===== src/rtl/pipe_stage_elastic.sv =====
// Elastic valid/ready pipeline stage with optional skid entry.
// Empty slots always present a NOP instruction and zero payload.
module pipe_stage_elastic #(
    parameter int unsigned          DATA_W    = 106,
    parameter int unsigned          INSTR_W   = 32,
    parameter logic [INSTR_W-1:0]   NOP_INSTR = INSTR_W'(32'h00000013),
    parameter int unsigned          DEPTH     = 1
) (
    input  logic               i_clk,
    input  logic               i_rst_n,
    input  logic               i_valid,
    output logic               o_ready,
    input  logic [DATA_W-1:0]  i_data,
    input  logic [INSTR_W-1:0] i_instr,
    input  logic               i_flush,
    output logic               o_valid,
    input  logic               i_ready,
    output logic [DATA_W-1:0]  o_data,
    output logic [INSTR_W-1:0] o_instr,
    output logic [1:0]         o_count
);

    generate
        if (DEPTH != 1 && DEPTH != 2) begin : g_bad_depth
            $error("pipe_stage_elastic: DEPTH must be 1 or 2");
        end
    endgenerate

    logic               head_valid;
    logic [DATA_W-1:0]  head_data;
    logic [INSTR_W-1:0] head_instr;
    logic               skid_valid;
    logic [DATA_W-1:0]  skid_data;
    logic [INSTR_W-1:0] skid_instr;
    logic [1:0]         count_q;

    logic               head_valid_nxt;
    logic [DATA_W-1:0]  head_data_nxt;
    logic [INSTR_W-1:0] head_instr_nxt;
    logic               skid_valid_nxt;
    logic [DATA_W-1:0]  skid_data_nxt;
    logic [INSTR_W-1:0] skid_instr_nxt;
    logic [1:0]         count_nxt;

    logic               push;
    logic               pop;

    // Depth 1 passes ready through; depth 2 derives it from the skid flop only.
    generate
        if (DEPTH == 2) begin : g_ready_skid
            assign o_ready = ~skid_valid;
        end else begin : g_ready_reg
            assign o_ready = ~head_valid | i_ready;
        end
    endgenerate

    assign push    = i_valid & o_ready;
    assign pop     = head_valid & i_ready;
    assign o_valid = head_valid;
    assign o_data  = head_data;
    assign o_instr = head_instr;
    assign o_count = count_q;

    // Next-state: flush beats pop, pop beats push; skid drains into head first.
    always_comb begin
        head_valid_nxt = head_valid;
        head_data_nxt  = head_data;
        head_instr_nxt = head_instr;
        skid_valid_nxt = skid_valid;
        skid_data_nxt  = skid_data;
        skid_instr_nxt = skid_instr;
        if (i_flush) begin
            head_valid_nxt = 1'b0;
            head_data_nxt  = '0;
            head_instr_nxt = NOP_INSTR;
            skid_valid_nxt = 1'b0;
            skid_data_nxt  = '0;
            skid_instr_nxt = NOP_INSTR;
        end else if (pop) begin
            if (skid_valid) begin
                head_valid_nxt = 1'b1;
                head_data_nxt  = skid_data;
                head_instr_nxt = skid_instr;
                skid_valid_nxt = 1'b0;
                skid_data_nxt  = '0;
                skid_instr_nxt = NOP_INSTR;
            end else if (push) begin
                head_valid_nxt = 1'b1;
                head_data_nxt  = i_data;
                head_instr_nxt = i_instr;
            end else begin
                head_valid_nxt = 1'b0;
                head_data_nxt  = '0;
                head_instr_nxt = NOP_INSTR;
            end
        end else if (push) begin
            if (!head_valid) begin
                head_valid_nxt = 1'b1;
                head_data_nxt  = i_data;
                head_instr_nxt = i_instr;
            end else if (DEPTH == 2) begin
                skid_valid_nxt = 1'b1;
                skid_data_nxt  = i_data;
                skid_instr_nxt = i_instr;
            end
        end
        count_nxt = {1'b0, head_valid_nxt} + {1'b0, skid_valid_nxt};
    end

    // State registers; reset empties both slots immediately.
    always_ff @(posedge i_clk or negedge i_rst_n) begin
        if (!i_rst_n) begin
            head_valid <= 1'b0;
            head_data  <= '0;
            head_instr <= NOP_INSTR;
            skid_valid <= 1'b0;
            skid_data  <= '0;
            skid_instr <= NOP_INSTR;
            count_q    <= 2'd0;
        end else begin
            head_valid <= head_valid_nxt;
            head_data  <= head_data_nxt;
            head_instr <= head_instr_nxt;
            skid_valid <= skid_valid_nxt;
            skid_data  <= skid_data_nxt;
            skid_instr <= skid_instr_nxt;
            count_q    <= count_nxt;
        end
    end

endmodule


===== config.mk =====
export PLATFORM = sky130hd
export DESIGN_NAME = pipe_stage_elastic
export DESIGN_NICKNAME = d
export VERILOG_FILES = /design/src/rtl/pipe_stage_elastic.sv
export SDC_FILE = /design/constraint.sdc
export NUM_CORES = 1
export LEC_CHECK = 0
export CELL_PAD_IN_SITES_DETAIL_PLACEMENT = 1
export CELL_PAD_IN_SITES_GLOBAL_PLACEMENT = 1
export CORE_MARGIN = 8
export CORE_UTILIZATION = 32
export DETAILED_ROUTE_END_ITERATION = 16
export GPL_TIMING_DRIVEN = 0
export HOLD_SLACK_MARGIN = 0.06
export PLACE_DENSITY = 0.93
export RECOVER_POWER = 25
export SYNTH_ARGS = -nofsm -noshare
export SYNTH_HDL_FRONTEND = slang
export SYNTH_SLANG_ARGS = --single-unit

===== constraint.sdc =====
create_clock -name i_clk -period 2.3 [get_ports i_clk]
set_clock_uncertainty 0.15 [all_clocks]
set_input_delay 0.69 -clock i_clk [delete_from_list [all_inputs] [get_ports i_clk]]
set_output_delay 0.69 -clock i_clk [all_outputs]
set_load 0.1 [all_outputs]

==> results.md, run 1 <==
* FF-to-FF End: o_instr[31]
* DRC at 0
* Minimum clock period at 2.23 ns
* Port-buffer cells at 284
* Drt pass-1 iters at 4
* Post-synthesis mux area share at 0
* CP max FO at 2
* Synth area leader: dfrtp_1
* Yosys warnings at 0
* CP peak stage delay at 0.60 ns
* Overall Global Routing Usage at 0.204
* CP cell instances: clkdlybuf4s15_2
* Count leader, synth: dfrtp_1
* VDD IR-drop max at 0.000445 V
* Largest net degree at the start of global routing at 79
* Top cells by count, synth: dfrtp_1 (139), a22o_1 (135), buf_2 (22), buf_6 (7), nand2b_1 (4)
* Synth Area in Simple Gates at 0.00893
* Antenna violations before repair at 0
* Post-Syn Nets at 469
* RSZ-0062 raised after global routing: no
* Largest family of logic cells by synthesized area: compound AO/OA/AOI/OAI gates
* Sequential area share after synthesis at 0.705
* Fmax at 448 MHz
* Ys async rst share at 1.00
* Final TNS setup at 0 ns
* Row cnt at 46
* Adder-Cell Fraction of Synth Area at 0.00248
* Initial Util at 0.322
* Routability Congestion at 0.786
* Vias in the first global route at 4909
* Leak at 3.97 nW
* Post-layout util at 0.569
* Hold Vio Cnt, Final at 0
* Routed WL at 20200 um
* Die H at 142 um
* Die width at 142 um
* # H-tree levels at 4
* Final nets at 773
* First-pass GRT wire length at 30900 um
* Synth-to-Final Area Change at 76.5%
* Critical Path AT at 1.39 ns
* Worst skew pair latency at 0.41 ns
* Tightest Hold Check Type: in2async
* Routed vias/inst at 4.94
* Pwr dens at 837 nW/um2
* Worst R2R Path Depth at 5
* Slew headroom at 0.291
* Hold_ws at 0.103 ns
* Drt wl/cell at 23.6 um
* CTS tree: built
* Worst-Margin Slew at 1.06 ns
* Via count at 4239
* Setup crit end kind: primary output
* Status: completed
* Synth Cell Area at 5050 um2
* CTS root buffer: clkbuf_16
* Delay-heaviest family, CP: buffers and inverters
* Avg Synthesized Cell Area at 15.5 um2
* Post-synth top area share at 0.689
* Crit-path slowest cell: clkdlybuf4s15_2
* Placed instance count at 826
* Core Region at 15700 um2
* Ys flop type: dfrtp_1
* Compound-Gate Fraction of Synth Area at 0.243
* Worst reg-to-reg setup slack at 0.53 ns
* Number of CTS-inserted buffers at 17
* CP startpoint kind: flop
* #FFs+latches synth at 142
* Post-Syn Instances at 325
* Critical Path RT at 1.46 ns
* Ranking of synthesized cells by area: dfrtp_1 (69%), a22o_1 (23%), buf_2 (2.2%)
* Max-cap violations at 0
* Final-report setup violation count at 0
* Die area at 20000 um2
* Power Total at 0.00745 W
* Tcrit/Tclk final at 0.971
* Clk slew on worst S/H paths at 0.06 ns
* Clock sink count at 142
* FF-to-FF Start: skid_valid
* Drt first-iter violations at 185
* Critical setup path kind: reg2out
* Layout cell share with drive strength beyond 1 at 0.327
* # diodes at 0
* Post-DP HPWL at 15400 um
* DRT antenna net count at 0
* # Post-CTS Setup Buffers at 0
* Max Slew Vio Count at 0
* Clock buffer depth at 2
* Finished Layout Cells at 858
* Synth Area in XOR/XNOR at 0
* Number of buffers and inverters on the critical path at 1
* Distinct cells, synth at 15
* EDFF count, synth at 0
* Top-level I/O count at 285
* Remaining global-route overflow at 0
sequential cells by signal, summed over array words and instances (netlist names):
name,count
o_valid,1
o_data,106
skid_valid,1
o_count,2
o_instr,32
worst max path at each step:
stage / startpoint / to / slack (ns) / cells past startpoint
4_1_cts: o_valid / o_valid / -0.004 / 1
6_report: o_data[86] / o_data[86] / 0.07 / 1
3_5_place_dp: i_ready / o_ready / -1.02 / 3
3_3_place_gp: i_rst_n / o_valid / -5.30 / 1
2_1_floorplan: o_valid / o_ready / 0.30 / 1
5_1_grt: o_instr[0] / o_instr[0] / 0.03 / 1
power breakdown:
| part | internal (W) | total [W] | leakage, nW | switching (W) |
|---|---|---|---|---|
| Combinational | 0.000562 | 0.00203 | 1.81 | 0.00147 |
| Sequential | 0.00265 | 0.00275 | 1.89 | 0.000100 |
| Clock | 0.00159 | 0.00267 | 0.276 | 0.00107 |
| Total | 0.00481 | 0.00745 | 3.97 | 0.00264 |
through the flow:
step | instance area [um2] | setup slack [ns]
global placement | 8160 | -5.30
floorplan | 5050 | 0.296
global route | 8910 | 0.0301
finish | 8910 | 0.0670
CTS | 8930 | -0.00418
detailed placement | 8190 | -1.02
repair_timing:
action / CTS / global route
hold buffers: 0 / 0
pin swaps: 0 / 0
gates resized for setup: 440 / 2
endpoints found under the setup margin: 142 / 1
logic make-up after synthesis:
family,after synthesis
AO/OA/AOI/OAI,141
adder cells (fa/ha/maj),1
buffers and inverters,33
flip-flops,142
AND/OR/NAND/NOR,8
per-layer routing:
| layer | up-vias | global-route usage | routed length, um |
|---|---|---|---|
| met5 | - | 0 | 0 |
| met4 | 0 | 0.0950 | 718 |
| met3 | 42 | 0.0561 | 1310 |
| met2 | 178 | 0.371 | 10900 |
| met1 | 2162 | 0.215 | 7310 |
| li1 | 1857 | - | - |
layout make-up:
cell class	count	area (um2)
inverter	3	11.3
sequential	142	3560
clock buffer	18	429
multi-input combinational	150	1290
timing repair buffer	285	3010
fill	1532	6750
buffer	30	193
tap	216	270
clock inverter	14	143
placed cells by master, fill, tap and decap left out, types with 3 or more instances in the layout:
cell               n
clkdlybuf4s50_1  139
dfrtp_1          138
clkdlybuf4s15_2  137
a22o_1           135
buf_2             26
clkbuf_16         17
buf_6              8
clkinv_2           5
nand2b_1           3
inv_1              3
a2bb2oi_1          3
clkinvlp_4         3
dfstp_2            3
Power figures use the tool's default switching activity.
==> run 2, diff against run 1 <==
SETUP_SLACK_MARGIN = 0.02   (was not set)
SLEW_MARGIN = 15   (was not set)
==> run 2 against run 1 <==
  * First-iteration DRC count unchanged
  * Global-route usage about the same
  * Critical path depth unchanged
  * Sequential power about the same
  * Critical endpoint unchanged
  * Highest routed layer unchanged
==> results.md, run 2 (synthesis gave the netlist of run 1 again) <==
* Antenna violations before repair at 0
* Via count at 4248
* Final-report setup violation count at 0
* Fmax at 448 MHz
* FF-to-FF Start: skid_valid
* Slew headroom at 0.291
* Hold Vio Cnt, Final at 0
* Max Slew Vio Count at 0
* Fill cells at 1533
* Status: completed
* Worst skew pair latency at 0.41 ns
* Minimum clock period at 2.23 ns
* Worst R2R Path Depth at 5
* Number of buffers and inverters on the critical path at 1
* Layout cell share with drive strength beyond 1 at 0.327
* Die width at 142 um
* Critical Path RT at 1.46 ns
* Crit-path slowest cell: clkdlybuf4s15_2
* Pwr dens at 837 nW/um2
* Largest net degree at the start of global routing at 79
* Post-layout util at 0.569
* Commonest non-fill, non-tap cell in the layout: clkdlybuf4s50_1
* Drt wl/cell at 23.6 um
* Routability Congestion at 0.786
* Drt first-iter violations at 185
* Setup crit end kind: primary output
* Vias in the first global route at 4909
* Placed instance count at 826
* # H-tree levels at 4
* Post-DP HPWL at 15400 um
* Core Region at 15700 um2
* CP cell instances: clkdlybuf4s15_2
* Clock sink count at 142
* Final TNS setup at 0 ns
* Max-cap violations at 0
* CP peak stage delay at 0.60 ns
* DRT antenna net count at 0
* Worst-Margin Slew at 1.06 ns
* Critical setup path kind: reg2out
* Critical Path AT at 1.39 ns
* DRC at 0
* Remaining global-route overflow at 0
* Commonest cells after routing, fill and taps aside: clkdlybuf4s50_1 (139), dfrtp_1 (138), clkdlybuf4s15_2 (137), a22o_1 (135), buf_2 (26)
* Drt pass-1 iters at 4
* CTS tree: built
* Routed WL at 20200 um
* Clock buffer depth at 2
* # diodes at 0
* FF-to-FF End: o_data[86]
* Tightest Hold Check Type: in2async
* Port-buffer cells at 284
* Clk slew on worst S/H paths at 0.06 ns
* Top-level I/O count at 285
* CP max FO at 2
* Finished Layout Cells at 858
* Routed vias/inst at 4.95
* Hold_ws at 0.103 ns
* Synth-to-Final Area Change at 76.5%
* First-pass GRT wire length at 30900 um
* Die area at 20000 um2
* CP startpoint kind: flop
* VDD IR-drop max at 0.000445 V
* Row cnt at 46
* Overall Global Routing Usage at 0.204
* Number of CTS-inserted buffers at 17
* Tcrit/Tclk final at 0.971
* Delay-heaviest family, CP: buffers and inverters
* Max reg flops at 106
* Die H at 142 um
* Initial Util at 0.322
* RSZ-0062 raised after global routing: no
* Leak at 3.97 nW
* Final nets at 773
* CTS root buffer: clkbuf_16
* Worst reg-to-reg setup slack at 0.53 ns
## run 2: cell counts in the layout (fill, tap and decap cells not counted)
Identical to the previous run, type by type.
## run 2: worst register-to-register path, delay by kind of cell, from the launching register on
family / cells / cell delay, ns
compound gates: 2 / 0.37
buf+inv: 2 / 0.63
flops: 1 / 0.38
simple gates: 1 / 0.18
## run 2: what timing repair did
action | 4_1_cts | 5_1_grt
resized for setup | 441 | 1
endpoints found under the setup margin | 142 | 1
pin swaps | 0 | 0
hold buffers | 0 | 0
buffers inserted | 0 | 0
cloned | 0 | 0
## run 2: power breakdown
| part | switching, W | total (W) | internal (W) |
|---|---|---|---|
| combinational | 0.00147 | 0.00203 | 0.000562 |
| clock | 0.00107 | 0.00267 | 0.00159 |
| sequential | 0.000100 | 0.00275 | 0.00265 |
| total | 0.00265 | 0.00746 | 0.00481 |
## run 2: worst max path at each step
stage	startpoint	end	slack, ns	cells after the start
floorplan	o_valid	o_ready	0.30	1
global placement	i_rst_n	o_valid	-5.30	1
detailed placement	i_ready	o_ready	-1.02	3
CTS	o_valid	o_valid	0.01	1
global route	o_instr[0]	o_instr[0]	0.03	1
finish	o_data[86]	o_data[86]	0.07	1
## run 2: layout make-up
| cell class | count | area (um2) | area share |
|---|---|---|---|
| Inverter | 3 | 11.3 | 0.00126 |
| Multi-Input combinational cell | 150 | 1290 | 0.145 |
| Tap cell | 216 | 270 | 0.0303 |
| Buffer | 30 | 193 | 0.0216 |
| Clock buffer | 18 | 429 | 0.0482 |
| Timing Repair Buffer | 285 | 3010 | 0.338 |
| Clock inverter | 14 | 143 | 0.0160 |
| Sequential cell | 142 | 3560 | 0.399 |
## run 2: layer usage
metal / vias up / GRT usage / wire (um)
li1: 1858 / - / -
met1: 2166 / 0.215 / 7310
met2: 182 / 0.371 / 10800
met3: 42 / 0.0558 / 1350
met4: 0 / 0.0950 / 718
met5: - / 0 / 0
## run 2: per-stage QoR
| stage | cell area (um2) | power, W | worst slack (ns) |
|---|---|---|---|
| 2_1_floorplan | 5050 | 0.00413 | 0.296 |
| 4_1_cts | 8930 | 0.00754 | 0.0115 |
| 5_1_grt | 8910 | 0.00772 | 0.0301 |
| 6_report | 8910 | 0.00746 | 0.0672 |
| 3_5_place_dp | 8190 | 0.00488 | -1.02 |
| 3_3_place_gp | 8160 | 0.00483 | -5.30 |
==> run 3, diff against run 2 <==
REMOVE_ABC_BUFFERS = 1   (was not set)
SLEW_MARGIN = not set   (was 15)
==> run 3 against run 2 <==
  * Via count fell by 1.1%
  * Sequential share of layout area rose by 0.28 points
  * Power fell by 1.5%
  * First-iteration DRC count rose by 1.6%
  * Count of clock-buffer cells in the layout rose by 1
  * Core utilization fell by 0.42 points
  * Largest cell class unchanged
  * Highest routed layer unchanged
==> results.md, run 3 (synthesis gave the netlist of run 1 again) <==
* Clock buffer depth at 2
* Routed vias/inst at 5.03
* Initial Util at 0.322
* Worst-Margin Slew at 1.07 ns
* Setup crit end kind: primary output
* Synth-to-Final Area Change at 75.3%
* # hold bufs at CTS at 0
* Delay-heaviest family, CP: buffers and inverters
* Number of buffers and inverters on the critical path at 1
* Fmax at 451 MHz
* DRC at 0
* Combinational share of power at 0.277
* Clk slew on worst S/H paths at 0.06 ns
* Commonest cells after routing, fill and taps aside: dfrtp_1 (139), clkdlybuf4s50_1 (138), clkdlybuf4s15_2 (137), a22o_1 (135), clkbuf_16 (17)
* Worst skew pair latency at 0.41 ns
* Clock sink count at 142
* Via count at 4202
* Pwr dens at 831 nW/um2
* Critical Path RT at 1.46 ns
* Minimum clock period at 2.22 ns
* Antenna violations before repair at 1
* Reg power frac at 0.374
* Final-report setup violation count at 0
* CTS root buffer: clkbuf_16
* Die area at 20000 um2
* Critical Path AT at 1.38 ns
* DRT antenna net count at 0
* Port-buffer cells at 284
* Drt wl/cell at 23.6 um
* # H-tree levels at 4
* Overall Global Routing Usage at 0.197
* Post-DP HPWL at 14100 um
* Routed WL at 19800 um
* Row cnt at 46
* Drt first-iter violations at 188
* Hold_ws at 0.337 ns
* Crit-path slowest cell: clkdlybuf4s15_2
* First-pass GRT wire length at 30300 um
* Fill cells at 1532
* P_sw at 0.00265 W
* Drt pass-1 iters at 4
* Layout cell share with drive strength beyond 1 at 0.302
* CP max FO at 2
* Clock share of power at 0.349
* CP startpoint kind: flop
* FF-to-FF Start: o_valid
* Slew headroom at 0.289
* RSZ-0062 raised after global routing: no
* Max-cap violations at 0
* Remaining global-route overflow at 0
* Worst R2R Path Depth at 4
* CP cell instances: clkdlybuf4s15_2
* Die width at 142 um
* Hold Vio Cnt, Final at 0
* Leak at 3.86 nW
* Commonest non-fill, non-tap cell in the layout: dfrtp_1
* Die H at 142 um
* Post-detailed-placement cell area at 8140 um2
* Fin area at 8840 um2
* # Post-CTS Setup Buffers at 0
* CTS tree: built
* Internal power at 0.00470 W
* Max reg flops at 106
* Number of CTS-inserted buffers at 17
* Vias in the first global route at 4813
* Status: completed
* Final nets at 750
* Max Slew Vio Count at 0
* CP peak stage delay at 0.60 ns
* Tcrit/Tclk final at 0.964
* FF-to-FF End: o_data[31]
* Top-level I/O count at 285
* Critical setup path kind: reg2out
* Largest net degree at the start of global routing at 82
* Core Region at 15700 um2
* Switching share of power at 0.361
* VDD IR-drop max at 0.000429 V
* Routability Congestion at 0.819
* Worst reg-to-reg setup slack at 0.21 ns
* Tightest Hold Check Type: in2async
-- run 3: changes by cell type in the layout (fill, tap and decap cells not counted), moves of 2 or more --
cell and change:
buf_6 -6, clkinv_2 -2, and2_1 -2, buf_16 +4
buf_2 -23, clkinvlp_4 +2, dlygate4sd2_1 +2
-- run 3: stage by stage --
stage / setup WS [ns] / TNS (ns) / cells / util / power (W)
CTS: 0.0575 / 0 / 834 / 0.565 / 0.00743
global placement: -4.84 / -1200.04 / 795 / 0.509 / 0.00479
detailed placement: -1.01 / -70.32 / 801 / 0.520 / 0.00487
global route: 0.0324 / 0 / 836 / 0.565 / 0.00760
floorplan: -2.24 / -309.43 / 295 / - / 0.00410
finish: 0.0819 / 0 / 836 / 0.565 / 0.00735
-- run 3: final cells by class --
type / instances / area [um2] / share of cell area
multi-input cells: 152 / 1320 / 0.149
diodes: 1 / 2.50 / 0.000283
clock inverters: 13 / 118 / 0.0133
clock buffers: 19 / 433 / 0.0490
repair buffers: 290 / 3130 / 0.354
flip-flops and latches: 142 / 3560 / 0.402
well taps: 216 / 270 / 0.0306
inverters: 3 / 11.3 / 0.00127
-- run 3: metal layers --
metal / vias to the layer above / part of all wire / global-route usage
li1: 1814 / - / -
met1: 2150 / 0.39 / 0.224
met2: 206 / 0.52 / 0.344
met3: 32 / 0.065 / 0.0571
met4: 0 / 0.028 / 0.0780
met5: - / 0 / 0
-- run 3: power groups by stage --
stage | clock network [W] | registers (W) | logic (W)
finish | 0.00257 | 0.00275 | 0.00203
global route | 0.00274 | 0.00277 | 0.00210
CTS | 0.00263 | 0.00275 | 0.00204
detailed placement | 0 | 0.00279 | 0.00208
global placement | 0 | 0.00278 | 0.00202
floorplan | 0 | 0.00387 | 0.000224
-- run 3: how the worst max path moves through the flow --
| stage | start | to | slack (ns) | cells past startpoint |
|---|---|---|---|---|
| 3_5_place_dp | i_ready | o_ready | -1.01 | 3 |
| 4_1_cts | o_instr[4] | o_instr[4] | 0.06 | 1 |
| 5_1_grt | o_data[11] | o_data[11] | 0.03 | 1 |
| 3_3_place_gp | i_rst_n | o_data[38] | -4.84 | 1 |
| 6_report | o_data[11] | o_data[11] | 0.08 | 1 |
| 2_1_floorplan | o_valid | o_data[0] | -2.24 | 2 |
-- run 3: repair_timing --
item	CTS	global route
pin swaps	1	1
gates resized for setup	442	1
setup endpoints to repair	256	61
gates cloned	1	1
